`config.mk`:
```
export PLATFORM = sky130hd
export DESIGN_NAME = hilo_unit
export DESIGN_NICKNAME = d
export VERILOG_FILES = /design/src/rtl/hilo_unit.sv
export SDC_FILE = /design/constraint.sdc
export NUM_CORES = 1
export LEC_CHECK = 0
export ABC_CLOCK_PERIOD_IN_PS = 8490
export BUFFER_PORTS_ARGS = -buffer_cell sky130_fd_sc_hd__buf_2
export CAP_MARGIN = 20
export CORE_ASPECT_RATIO = 0.6
export CORE_UTILIZATION = 40
export CTS_CLUSTER_SIZE = 12
export DETAILED_ROUTE_END_ITERATION = 16
export PLACE_DENSITY_LB_ADDON = 0.3
export SLEW_MARGIN = 20
export SYNTH_ARGS = -nofsm -noshare
export SYNTH_HDL_FRONTEND = slang
export SYNTH_SLANG_ARGS = --single-unit
```
`constraint.sdc`:
```
create_clock -name Clk -period 8.49 [get_ports Clk]
set_input_delay 1.2735 -clock Clk [delete_from_list [all_inputs] [get_ports Clk]]
set_output_delay 1.2735 -clock Clk [all_outputs]
set_load 0.03 [all_outputs]
```
`src/rtl/hilo_unit.sv`:
```
// HI/LO register unit: commits MULT/MADD/MSUB/MTHI/MTLO/CLR and forwards MFHI/MFLO reads.
// Single-cycle commits, 2-cycle MADD/MSUB; Busy stalls upstream while the high word accumulates.
module hilo_unit #(
    parameter int               WIDTH    = 32,
    parameter logic [WIDTH-1:0] RESET_HI = '0,
    parameter logic [WIDTH-1:0] RESET_LO = '0
) (
    input  logic             Clk,
    input  logic             Rst,
    input  logic             OpValid,
    input  logic [2:0]       Op,
    input  logic [WIDTH-1:0] ProdHi,
    input  logic [WIDTH-1:0] ProdLo,
    input  logic [WIDTH-1:0] Src,
    input  logic             Flush,
    input  logic             ReadSel,
    output logic [WIDTH-1:0] ReadData,
    output logic [WIDTH-1:0] HI,
    output logic [WIDTH-1:0] LO,
    output logic             Busy,
    output logic             AccOverflow
);

    localparam logic [2:0] OP_MULT = 3'b001;
    localparam logic [2:0] OP_MADD = 3'b010;
    localparam logic [2:0] OP_MSUB = 3'b011;
    localparam logic [2:0] OP_MTHI = 3'b100;
    localparam logic [2:0] OP_MTLO = 3'b101;
    localparam logic [2:0] OP_CLR  = 3'b110;

    typedef enum logic {IDLE, ACC_HI} state_t;

    state_t           state;
    logic [WIDTH-1:0] hi_q;
    logic [WIDTH-1:0] lo_q;
    logic [WIDTH-1:0] lo_shadow;
    logic [WIDTH-1:0] prod_hi_q;
    logic             carry_q;
    logic             is_sub;
    logic             acc_ovf;

    logic [WIDTH:0]   lo_sum;
    logic [WIDTH:0]   hi_sum;
    logic             take;

    assign take = (state == IDLE) && OpValid && !Flush;

    // Top bit of each (WIDTH+1)-bit result is the carry (add) or borrow (subtract) out.
    assign lo_sum = (Op == OP_MSUB) ? ({1'b0, lo_q} - {1'b0, ProdLo})
                                    : ({1'b0, lo_q} + {1'b0, ProdLo});
    assign hi_sum = is_sub ? ({1'b0, hi_q} - {1'b0, prod_hi_q} - {{WIDTH{1'b0}}, carry_q})
                           : ({1'b0, hi_q} + {1'b0, prod_hi_q} + {{WIDTH{1'b0}}, carry_q});

    always_ff @(posedge Clk) begin
        if (!Rst) begin
            state     <= IDLE;
            hi_q      <= RESET_HI;
            lo_q      <= RESET_LO;
            lo_shadow <= '0;
            prod_hi_q <= '0;
            carry_q   <= 1'b0;
            is_sub    <= 1'b0;
            acc_ovf   <= 1'b0;
        end else begin
            case (state)
                IDLE: begin
                    if (take) begin
                        case (Op)
                            OP_MULT: begin
                                hi_q <= ProdHi;
                                lo_q <= ProdLo;
                            end
                            OP_MADD, OP_MSUB: begin
                                lo_shadow <= lo_q;
                                lo_q      <= lo_sum[WIDTH-1:0];
                                carry_q   <= lo_sum[WIDTH];
                                prod_hi_q <= ProdHi;
                                is_sub    <= (Op == OP_MSUB);
                                state     <= ACC_HI;
                            end
                            OP_MTHI: hi_q <= Src;
                            OP_MTLO: lo_q <= Src;
                            OP_CLR: begin
                                hi_q    <= '0;
                                lo_q    <= '0;
                                acc_ovf <= 1'b0;
                            end
                            default: ;
                        endcase
                    end
                end
                ACC_HI: begin
                    state <= IDLE;
                    // A flushed accumulate must leave no trace, so LO rolls back to its shadow.
                    if (Flush) begin
                        lo_q <= lo_shadow;
                    end else begin
                        hi_q <= hi_sum[WIDTH-1:0];
                        if (hi_sum[WIDTH]) begin
                            acc_ovf <= 1'b1;
                        end
                    end
                end
                default: state <= IDLE;
            endcase
        end
    end

    always_comb begin
        ReadData = ReadSel ? hi_q : lo_q;
        if (take) begin
            case (Op)
                OP_MULT: ReadData = ReadSel ? ProdHi : ProdLo;
                OP_MTHI: ReadData = ReadSel ? Src : lo_q;
                OP_MTLO: ReadData = ReadSel ? hi_q : Src;
                OP_CLR:  ReadData = '0;
                default: ;
            endcase
        end
    end

    assign HI          = hi_q;
    assign LO          = lo_q;
    assign Busy        = (state == ACC_HI);
    assign AccOverflow = acc_ovf;

endmodule
```
Word-level counts from Yosys, hierarchy flattened
Cells that the tools add are included.
{ "totals": {"in_bits": 104, "out_inout_bits": 98, "word_cells": 60, "register_bits": 132} }
{ "op_classes": {"reduce_logical": 8, "add_sub_neg": 6, "eq_ne": 13, "mux": 24, "bitwise": 1} }
{ "op_table": {"columns": ["operator", "n"], "rows": [
  ["32-bit 2-to-1 mux", 9],
  ["32-bit case mux with 4 select lines", 2],
  ["32-bit case mux with 2 select lines", 2],
  ["32-bit case mux with 3 select lines", 1],
  ["32-bit by 32-bit adder with 33-bit output", 2],
  ["33-bit 2-to-1 mux", 2],
  ["32-bit by 32-bit subtractor with 33-bit output", 2],
  ["33-bit by 1-bit adder with 33-bit output", 1],
  ["33-bit by 1-bit subtractor with 33-bit output", 1],
  ["3-bit equality test (second input constant)", 3],
  ["3-bit AND reduction", 3],
  ["3-bit by 2-bit equality test with 1-bit output (second input constant)", 2],
  ["1-bit 2-to-1 mux", 6],
  ["2-bit != test (second input constant)", 3],
  ["5-bit by 1-bit != test with 1-bit output (second input constant)", 1],
  ["2-bit by 1-bit != test with 1-bit output (second input constant)", 2],
  ["4-bit by 1-bit != test with 1-bit output (second input constant)", 1],
  ["1-bit case mux with 2 select lines", 2],
  ["4-bit AND reduction", 1],
  ["3-bit by 1-bit equality test with 1-bit output (second input constant)", 1],
  ["1-bit logical AND", 2],
  ["2-bit OR reduction", 1],
  ["1-bit logical NOT", 1],
  ["1-bit inverter", 1]
]} }

Depth between registers and ports, before layout
Gate-level depths: netlist of run 1.
{ "logic_depth": {"depth_word": 6, "mapped_depth": 17, "ltp_nobuf": 16} }

Worst setup path before layout of run 1
Ideal clock, no wire load.
{ "synth_path": {"kind": "input port to flip-flop", "start": "input port ProdLo[8]", "end": "register carry_q", "n_path_buf": 1, "stages": 15, "t_arrival_ns": 4.731, "setup_ns": 0.122, "path_slack_ns": 3.637, "path_cell_list": "clkbuf_1 nor4_1 nand2b_1 or3_1 o41ai_1 xor2_1 ha_1 a21oi_1 o211ai_1 a31o_2 a211o_1 a21oi_1 o21ai_0 and3_1 a311o_1"} }
{ "synth_via": {"elab_chain_len": 2} }
{ "synth_lines": {"columns": ["element", "line_no", "rtl"], "rows": [
  ["start, declared", "13", "input logic [WIDTH-1:0] ProdLo,"],
  ["32-bit by 32-bit adder with 33-bit output / 32-bit by 32-bit subtractor with 33-bit output (equally long branches)", "50, 49", null],
  ["33-bit 2-to-1 mux *", "49", "assign lo_sum = (Op == OP_MSUB) ? ({1'b0, lo_q} - {1'b0, ProdLo})"],
  ["end signal, assigned", "76", "carry_q <= lo_sum[WIDTH];"],
  ["end, declared", "38", "logic carry_q;"]
]} }
Mark *: on every way between the ends. The rest lies on a longest branch, timed or not.
A chain may end at the register's enable or synchronous reset.

Final worst setup path of run 1
{ "layout_path": {"start": "input port Op[1]", "end": "register lo_q[24] (netlist: LO[24])"} }
{ "layout_via": {"elab_chain_len": 5} }
{ "layout_lines": {"columns": ["element", "line_no", "rtl"], "rows": [
  ["start, declared", "11", "input logic [2:0] Op,"],
  ["3-bit by 2-bit equality test with 1-bit output, on equally long branches", "49, 68", null],
  ["33-bit 2-to-1 mux / 2-bit OR reduction (equally long branches)", "49, 68", null],
  ["32-bit case mux with 4 select lines", "68", "case (Op)"],
  ["32-bit 2-to-1 mux", "67", "if (take) begin"],
  ["32-bit case mux with 2 select lines", "65", "case (state)"],
  ["end signal, assigned", "71", "lo_q <= ProdLo;"],
  ["end signal, assigned", "75", "lo_q <= lo_sum[WIDTH-1:0];"],
  ["end signal, assigned", "82", "OP_MTLO: lo_q <= Src;"],
  ["end, declared", "35", "logic [WIDTH-1:0] lo_q;"]
]} }
Several ways; a longest one is shown, not always the timed one. The select of a mux whose other input is x is not followed.

==> flow_summary.json, run 1 <==
{
  "status": "finished clean",
  "gp_congestion": 1.00,
  "fin_crit_ns": 5.46,
  "synth-xor-area-share_pct": 5.49,
  "required_ns": 8.79,
  "p_int_w": 0.00143,
  "synth_ff_type": "dfxtp_1",
  "cts_buffers": 17,
  "drt_iter0_drc": 1968,
  "h-tree-depth": 4,
  "port_buffers": 201,
  "seqPwrFrac_pct": 29.2,
  "cts_tree": "built",
  "synth_common_cells": "nand2_1 (267), a21oi_1 (254), nor2_1 (135)",
  "skew_ns": 0.0152,
  "rsz0062_at_grt": "false",
  "swShare_pct": 37.6,
  "routed_wl_mm": 61.2,
  "rr_startpoint": "HI[18]$_SDFFE_PN0P_",
  "antenna_found_initial": 4,
  "clock_path_buffers": 2,
  "synth_top_area_cell": "dfxtp_1",
  "cts_resized": 0,
  "ys_ff_latch": 132,
  "via_per_inst": 6.41,
  "area_delta_synth_final_pct": 13.8,
  "synth_compound_area_share_pct": 36.3,
  "worst_pin_slew_ns": 1.13,
  "clkTransAtPathRegs_ns": 0.06,
  "synth_mux_area_share_pct": 1.33,
  "grt_pass1_vias": 15400,
  "wl_per_cell_microns": 23.4,
  "setup_viol_count_final": 0,
  "hold_viol_final": 0,
  "use_met1_pct": 47.6,
  "yosys.area_share.simple_pct": 20.0,
  "ys_seq_area_share_pct": 18.4,
  "criticalPathCategory": "in -> reg",
  "synth_nets": 2247,
  "grt_pass1_wl_mm": 91.9,
  "timing.final.crit_share_pct": 64.3,
  "synth_top_family_by_area": "compound AO/OA/AOI/OAI gates",
  "postSynthCellCount": 2012,
  "crit_path_start_kind": "input port",
  "clock.fmax_mhz": 183,
  "cts_setup_buffers": 0,
  "dpl.hpwl_mm": 46.0,
  "rr_worst_depth": 12,
  "cts_root_buf": "clkbuf_16",
  "gr-max-usage-layer": "met1",
  "synth_cell_types": 92,
  "yosysMostFrequentCell": "nand2_1",
  "cap_violations": 0,
  "vias": 16700,
  "grt_max_degree": 73,
  "grtUsageMet2_pct": 46.2,
  "grt_use_met3_pct": 7.32,
  "insertion_delay_ns": 0.46,
  "netlist.area_leader.share_pct": 18.4,
  "hold_depth": 2,
  "gr-usage-all-layers_pct": 32.8,
  "dieArea_sq_um": 36700,
  "hp-class": "reg -> reg",
  "total_power_w": 0.00229,
  "drc": 0,
  "numClockSinks": 132,
  "ys_warn_count": 0,
  "dieWidth_microns": 247,
  "num_rows": 53,
  "clkPwrFrac_pct": 35.5,
  "die_y_microns": 149,
  "arrival_ns": 5.76,
  "critPathCaptureType": "flop",
  "hold_buffers": 0,
  "synth_area_leaders": "dfxtp_1 (18%), ha_1 (11%), a21oi_1 (8.9%)",
  "hold-path-endpoint": "lo_shadow[24]$_SDFFE_PN0P_",
  "synth_edf_count": 0,
  "async_flop_share_pct": 0,
  "pwr-share-comb_pct": 35.3,
  "synth_area_sq_um": 14400,
  "r2r_slack_ns": 4.43,
  "path_max_fanout": 22,
  "nFillCells": 3619,
  "tns_ns": 0,
  "grt-ovfl-total": 0,
  "avgSynthCellArea_sq_um": 7.14,
  "vdd_drop_max_v": 0.000138,
  "switchingPower_w": 0.000861,
  "core_sq_um": 35100,
  "ant_nets": 0,
  "leakage_nw": 6.77,
  "final_core_util_pct": 46.5,
  "drive_above_1_share_pct": 14.8,
  "slew_viol_final": 0,
  "slew_headroom_pct": 24.5,
  "first_pass_iters": 6,
  "yosys.area_share.adder_pct": 11.7,
  "timing.rr.end": "HI[30]$_SDFFE_PN0P_",
  "pin_count": 202,
  "start_util_pct": 40.9,
  "hp-start": "lo_shadow[24]$_SDFFE_PN0P_",
  "power_density_nw_per_um2": 140,
  "fin_nets": 2361
}
==> critical path: stages <==
cell and delay (ns):
buf_2 0.51, nor2b_2 0.42, nand2_1 0.39, o31ai_1 0.21, xor2_1 0.12, ha_1 0.37, a211oi_1 0.11, a211oi_1 0.54
o211ai_1 0.25, a21oi_1 0.47, a311oi_1 0.30, xnor2_1 0.19, a2111oi_0 0.48, nor3_1 0.11
==> worst max-delay path by stage <==
stage | depth (start not counted) | to | start | slack (ns)
6_report | 14 | LO[24]$_SDFFE_PN0P_ | Op[1] | 3.03
4_1_cts | 14 | LO[24]$_SDFFE_PN0P_ | Op[1] | 3.21
5_1_grt | 14 | LO[24]$_SDFFE_PN0P_ | Op[1] | 2.86
3_3_place_gp | 14 | LO[24]$_SDFFE_PN0P_ | Op[1] | 2.87
2_1_floorplan | 15 | carry_q$_SDFFE_PN0P_ | ProdLo[8] | 3.64
3_5_place_dp | 14 | LO[24]$_SDFFE_PN0P_ | Op[1] | 2.76
==> state kept, by name (all words and copies together), names as in the netlist <==
signal,count
AccOverflow,1
Busy,1
HI,32
LO,32
carry_q,1
is_sub,1
lo_shadow,32
prod_hi_q,32
==> cells in the final DEF, fill, tap and decap left out, types with 26 or more instances in the layout <==
master and n:
nand2_1 266, a21oi_1 252, buf_2 201, nor2_1 132, dfxtp_1 131, inv_1 126
ha_1 126, o21ai_0 95, xnor2_1 63, a221oi_1 62, nor3_1 45, a22oi_1 42
a22o_1 36, a21o_1 33, nand3_1 32, xor2_1 27, o211ai_1 27, buf_4 26
==> layer usage <==
metal	share of wire, %	wire (microns)
met2	40	24500
met5	0	0
met3	11	6910
met4	3.7	2290
met1	45	27500
==> cells by family (layout without fill, tap and decap cells) <==
logic type,count (synthesis),count (layout)
other cells,0,5
mux,19,19
flops,132,132
buf+inv,260,387
xor+xnor,90,90
compound gates,760,760
simple gates,620,620
fa+ha+maj,131,131
==> final cells by class <==
type                       count  area (sq um)  share of cell area (%)
sequential                   132          2650                    16.2
tap                          467           584                    3.57
inverter                     127           478                    2.92
clock buffer                  23           468                    2.86
antenna                        5          12.5                  0.0766
clock inverter                 9           151                   0.926
timing repair buffer         228          1220                    7.44
multi-input combinational   1620         10800                    66.0
==> stage by stage <==
stage	area, sq um	setup slack [ns]	cells	hold WS, ns
after floorplan	14400	3.64	2012	0.431
after global placement	15700	2.87	2573	0.437
after detailed placement	15700	2.76	2573	0.443
after CTS	16300	3.21	2605	0.451
after global routing	16300	2.86	2608	0.463
final	16300	3.03	2611	0.454
==> power groups by stage <==
stage / registers (W) / clock network [W] / logic (W)
global placement: 0.000681 / 0 / 0.000775
finish: 0.000669 / 0.000813 / 0.000809
global route: 0.000671 / 0.000842 / 0.000868
detailed placement: 0.000682 / 0 / 0.000782
floorplan: 0.000695 / 0 / 0.000519
CTS: 0.000668 / 0.000817 / 0.000787
Power figures use the tool's default switching activity.
==> run 2: changes to the inputs <==
- ABC_CLOCK_PERIOD_IN_PS: 8490 -> 5100
- clock period: 8.49 -> 5.1 ns (I/O delays scaled with it)
==> flow_summary.json, run 2 (synthesized netlist as in run 1, its figures left out) <==
{
  "status": "finished clean",
  "cts_root_buf": "clkbuf_16",
  "dieWidth_microns": 247,
  "criticalPathCategory": "in -> reg",
  "clock_path_buffers": 2,
  "cts_tree": "built",
  "via_per_inst": 6.37,
  "first_pass_iters": 6,
  "drive_above_1_share_pct": 15.7,
  "setup_viol_count_final": 0,
  "ant_nets": 0,
  "slew_headroom_pct": 26.9,
  "h-tree-depth": 4,
  "cts_resized": 0,
  "core_sq_um": 35100,
  "cts_setup_buffers": 0,
  "leakage_nw": 6.84,
  "hold_buffers": 0,
  "slew_viol_final": 0,
  "die_y_microns": 149,
  "regArea_sq_um": 2650,
  "grt_pass1_wl_mm": 90.9,
  "pin_count": 202,
  "cap_violations": 0,
  "r2r_slack_ns": 1.10,
  "clock.fmax_mhz": 219,
  "place_ws_ns": 0.266,
  "port_buffers": 201,
  "power_density_nw_per_um2": 228,
  "rr_worst_depth": 12,
  "grt-ovfl-total": 0,
  "grt_pass1_vias": 15100,
  "gr-usage-all-layers_pct": 32.4,
  "grt_max_degree": 54,
  "wl_per_cell_microns": 23.1,
  "rsz0062_at_grt": "false",
  "antenna_found_initial": 7,
  "num_rows": 53,
  "dpl.hpwl_mm": 47.0,
  "multi_input_area_sq_um": 10800,
  "dieArea_sq_um": 36700,
  "hold_viol_final": 0,
  "fin_nets": 2381,
  "numClockSinks": 132,
  "setup_slack_ns": 0.531,
  "path_max_fanout": 6,
  "tns_ns": 0,
  "vdd_drop_max_v": 0.000259,
  "drc": 0,
  "critPathCaptureType": "flop",
  "hold_depth": 2,
  "final_common_cell": "nand2_1",
  "routed_wl_mm": 60.9,
  "worst_pin_slew_ns": 1.10,
  "arrival_ns": 4.89,
  "skew_ns": 0.0149,
  "vias": 16800,
  "clkTransAtPathRegs_ns": 0.07,
  "area_delta_synth_final_pct": 14.7,
  "drt_iter0_drc": 1906,
  "timing.final.crit_share_pct": 89.6,
  "crit_path_start_kind": "input port",
  "cts_buffers": 17,
  "start_util_pct": 40.9,
  "gp_congestion": 0.980,
  "fin_crit_ns": 4.57,
  "required_ns": 5.42,
  "insertion_delay_ns": 0.45,
  "final_cell_mix": "nand2_1 (266), a21oi_1 (252), buf_2 (201)",
  "hp-class": "reg -> reg",
  "nFillCells": 3612
}
-- run 2: changes by cell type in the layout (fill, tap and decap cells not counted), sizes merged --
cell,change
clkbuf,-4
bufinv,-2
clkinvlp,+5
clkinv,+1
diode,+1
buf,+20
-- run 2: per-stage QoR --
stage | utilization (%) | total power, W | cell area (sq um) | hold WS, ns | instances
after floorplan | - | 0.00202 | 14400 | 0.431 | 2012
after global placement | 45.1 | 0.00244 | 15900 | 0.438 | 2594
after detailed placement | 45.1 | 0.00245 | 15900 | 0.442 | 2594
after CTS | 46.8 | 0.00371 | 16500 | 0.450 | 2626
after global routing | 46.8 | 0.00389 | 16500 | 0.470 | 2629
final | 46.9 | 0.00375 | 16500 | 0.453 | 2632
-- run 2: path summary, 6_finish.rpt --
check	from	endpoint
hold / removal	lo_shadow[31]$_SDFFE_PN0P_	lo_shadow[31]$_SDFFE_PN0P_
setup reg to reg	HI[17]$_SDFFE_PN0P_	HI[30]$_SDFFE_PN0P_
hold reg to reg	lo_shadow[31]$_SDFFE_PN0P_	lo_shadow[31]$_SDFFE_PN0P_
setup / recovery	ProdLo[6]	LO[24]$_SDFFE_PN0P_
-- run 2: final cells by class --
cell class	count	area share, %
Sequential cell	132	16.1
Tap cell	467	3.55
Clock inverter	13	0.813
Multi-Input combinational cell	1620	65.5
Inverter	127	2.90
Timing Repair Buffer	248	8.33
Clock buffer	19	2.75
Antenna cell	6	0.0912
-- run 2: power by group --
part / leakage, nW / switching [W] / internal, W / total (W)
clock network: 0.273 / 0.000543 / 0.000742 / 0.00128
registers: 1.07 / 0.0000535 / 0.00106 / 0.00111
logic: 5.50 / 0.000867 / 0.000487 / 0.00135
-- run 2: worst max-delay path, stage by stage --
cell	delay [ns]
buf_2	0.14
nor4_1	0.43
nand2_1	0.22
or3_1	0.48
nor4_1	0.37
nor2_1	0.10
xnor2_1	0.15
ha_1	0.35
a21oi_1	0.19
nand2_1	0.10
o22ai_1	0.20
a21oi_1	0.16
a311oi_1	0.54
xnor2_1	0.12
a2111oi_0	0.48
nor3_1	0.10
-- run 2: routing by layer --
metal  up-vias  GRT usage (%)  share of wire [%]
li1       7700              -                  -
met1      8025           47.0                 46
met2       928           47.3                 41
met3       100           6.64                 10
met4         2           10.2                2.5
met5         -              0              0.021
==> run 3: changes to the inputs <==
- PLACE_DENSITY_LB_ADDON: 0.3 -> not set
==> flow_summary.json, run 3 (synthesized netlist as in run 1, its figures left out) <==
{
  "clock.fmax_mhz": 219,
  "critPathTopFamily": "simple AND/OR/NAND/NOR gates",
  "switchingPower_w": 0.00144,
  "slew_headroom_pct": 28.8,
  "hold_depth": 2,
  "insertion_delay_ns": 0.46,
  "cts_setup_buffers": 0,
  "dpl.hpwl_mm": 46.2,
  "hp-class": "reg -> reg",
  "dieArea_sq_um": 36700,
  "fin_crit_ns": 4.56,
  "ant_nets": 0,
  "drive_above_1_share_pct": 15.4,
  "worst_pin_slew_ns": 1.07,
  "hold_viol_final": 0,
  "rsz0062_at_grt": "false",
  "multi_input_area_sq_um": 10800,
  "skew_ns": 0.0105,
  "vias": 16600,
  "drt_iter0_drc": 2103,
  "cts_tree": "built",
  "setup_viol_count_final": 0,
  "nFillCells": 3616,
  "cp_slowest_cell": "a21oi_1",
  "path_max_fanout": 6,
  "grt_pass1_wl_mm": 90.4,
  "pwr-share-comb_pct": 35.7,
  "vdd_drop_max_v": 0.000273,
  "grt_max_degree": 65,
  "antenna_found_initial": 8,
  "clkPwrFrac_pct": 34.6,
  "drc": 0,
  "clock_path_buffers": 2,
  "timing.final.crit_share_pct": 89.4,
  "hold-path-endpoint": "lo_shadow[22]$_SDFFE_PN0P_",
  "critPathCaptureType": "flop",
  "cp_cell_sequence": "buf_2 -> nor4_1 -> buf_4 -> and2_1 -> nor3b_2 -> nor2_1 -> xnor2_1 -> ha_1 -> nand2_1 -> nor2_1 -> o211ai_1 -> a21oi_1 -> a311oi_1 -> xnor2_1 -> a2111oi_0 -> nor3_1",
  "gp_congestion": 1.03,
  "seqPwrFrac_pct": 29.7,
  "leakage_nw": 6.83,
  "required_ns": 5.40,
  "hold_buffers": 0,
  "status": "finished clean",
  "place_inst": 2588,
  "routed_wl_mm": 60.5,
  "port_buffers": 201,
  "fin_nets": 2375,
  "swShare_pct": 38.3,
  "arrival_ns": 4.86,
  "first_pass_iters": 6,
  "grt-ovfl-total": 0,
  "die_y_microns": 149,
  "rr_startpoint": "HI[17]$_SDFFE_PN0P_",
  "dieWidth_microns": 247,
  "fin_cells": 2625,
  "cpPeakStageDelay_ns": 0.55,
  "cts_buffers": 17,
  "h-tree-depth": 4,
  "crit_path_start_kind": "input port",
  "via_per_inst": 6.33,
  "hp-start": "lo_shadow[22]$_SDFFE_PN0P_",
  "regArea_sq_um": 2650,
  "pin_count": 202,
  "cp_num_buf_inv": 2,
  "r2r_slack_ns": 1.18,
  "cts_root_buf": "clkbuf_16",
  "criticalPathCategory": "in -> reg",
  "area_delta_synth_final_pct": 14.3,
  "final_cell_mix": "nand2_1 (266), a21oi_1 (252), buf_2 (201)",
  "p_int_w": 0.00231,
  "cts_resized": 0,
  "clkTransAtPathRegs_ns": 0.06,
  "tns_ns": 0,
  "grt_pass1_vias": 14800,
  "start_util_pct": 40.9,
  "num_rows": 53,
  "rr_worst_depth": 12,
  "numClockSinks": 132,
  "hold_ws_ns": 0.451,
  "timing.rr.end": "HI[30]$_SDFFE_PN0P_",
  "slew_viol_final": 0,
  "power_density_nw_per_um2": 228,
  "cap_violations": 0,
  "wl_per_cell_microns": 23.1,
  "final_common_cell": "nand2_1",
  "core_sq_um": 35100,
  "gr-usage-all-layers_pct": 32.3
}
-- run 3: cell count changes in the layout (fill, tap and decap cells not counted), sizes merged --
cell      before  now
buf          248  242
clkbuf        19   23
clkinvlp       6    2
diode          6    5
-- run 3: stage by stage --
| step | worst slack, ns | power (W) | utilization [%] | area, sq um |
|---|---|---|---|---|
| 2_1_floorplan | 0.755 | 0.00202 | - | 14400 |
| 3_3_place_gp | 0.238 | 0.00244 | 45.0 | 15800 |
| 3_5_place_dp | 0.206 | 0.00244 | 45.0 | 15800 |
| 4_1_cts | 0.678 | 0.00373 | 46.7 | 16400 |
| 5_1_grt | 0.252 | 0.00391 | 46.7 | 16400 |
| 6_report | 0.539 | 0.00375 | 46.7 | 16400 |
-- run 3: tightest hold or removal path, stage by stage, from the launching register on --
cell and delay, ns:
dfxtp_1 0.30, nand2_1 0.05, a21oi_1 0.05
-- run 3: final cells by class --
cell class              instances  area share (%)
diodes                          5          0.0762
flip-flops and latches        132            16.1
repair buffers                242            8.00
clock buffers                  23            2.98
well taps                     467            3.56
inverters                     127            2.91
multi-input cells            1620            65.7
clock inverters                 9           0.610
-- run 3: routing by layer --
metal | global-route usage (%) | routed length (microns) | up-vias
met5 | 0 | 26 | -
met4 | 10.9 | 1730 | 4
met3 | 7.18 | 6370 | 112
met2 | 46.2 | 25200 | 868
met1 | 47.2 | 27300 | 7953
li1 | - | - | 7673
-- run 3: power groups by stage --
stage	clock (W)	combinational (W)	sequential (W)
after global placement	0	0.00130	0.00114
after CTS	0.00130	0.00131	0.00111
after global routing	0.00135	0.00144	0.00112
after floorplan	0	0.000864	0.00116
final	0.00130	0.00134	0.00111
after detailed placement	0	0.00130	0.00114
-- run 3: worst max path at each step --
| stage | from | end | slack [ns] | cells past startpoint |
|---|---|---|---|---|
| after global placement | ProdLo[10] | LO[24]$_SDFFE_PN0P_ | 0.24 | 16 |
| final | ProdLo[7] | LO[24]$_SDFFE_PN0P_ | 0.54 | 16 |
| after floorplan | ProdLo[8] | carry_q$_SDFFE_PN0P_ | 0.76 | 15 |
| after detailed placement | ProdLo[10] | carry_q$_SDFFE_PN0P_ | 0.21 | 15 |
| after global routing | ProdLo[10] | LO[24]$_SDFFE_PN0P_ | 0.25 | 15 |
| after CTS | ProdLo[10] | carry_q$_SDFFE_PN0P_ | 0.68 | 15 |
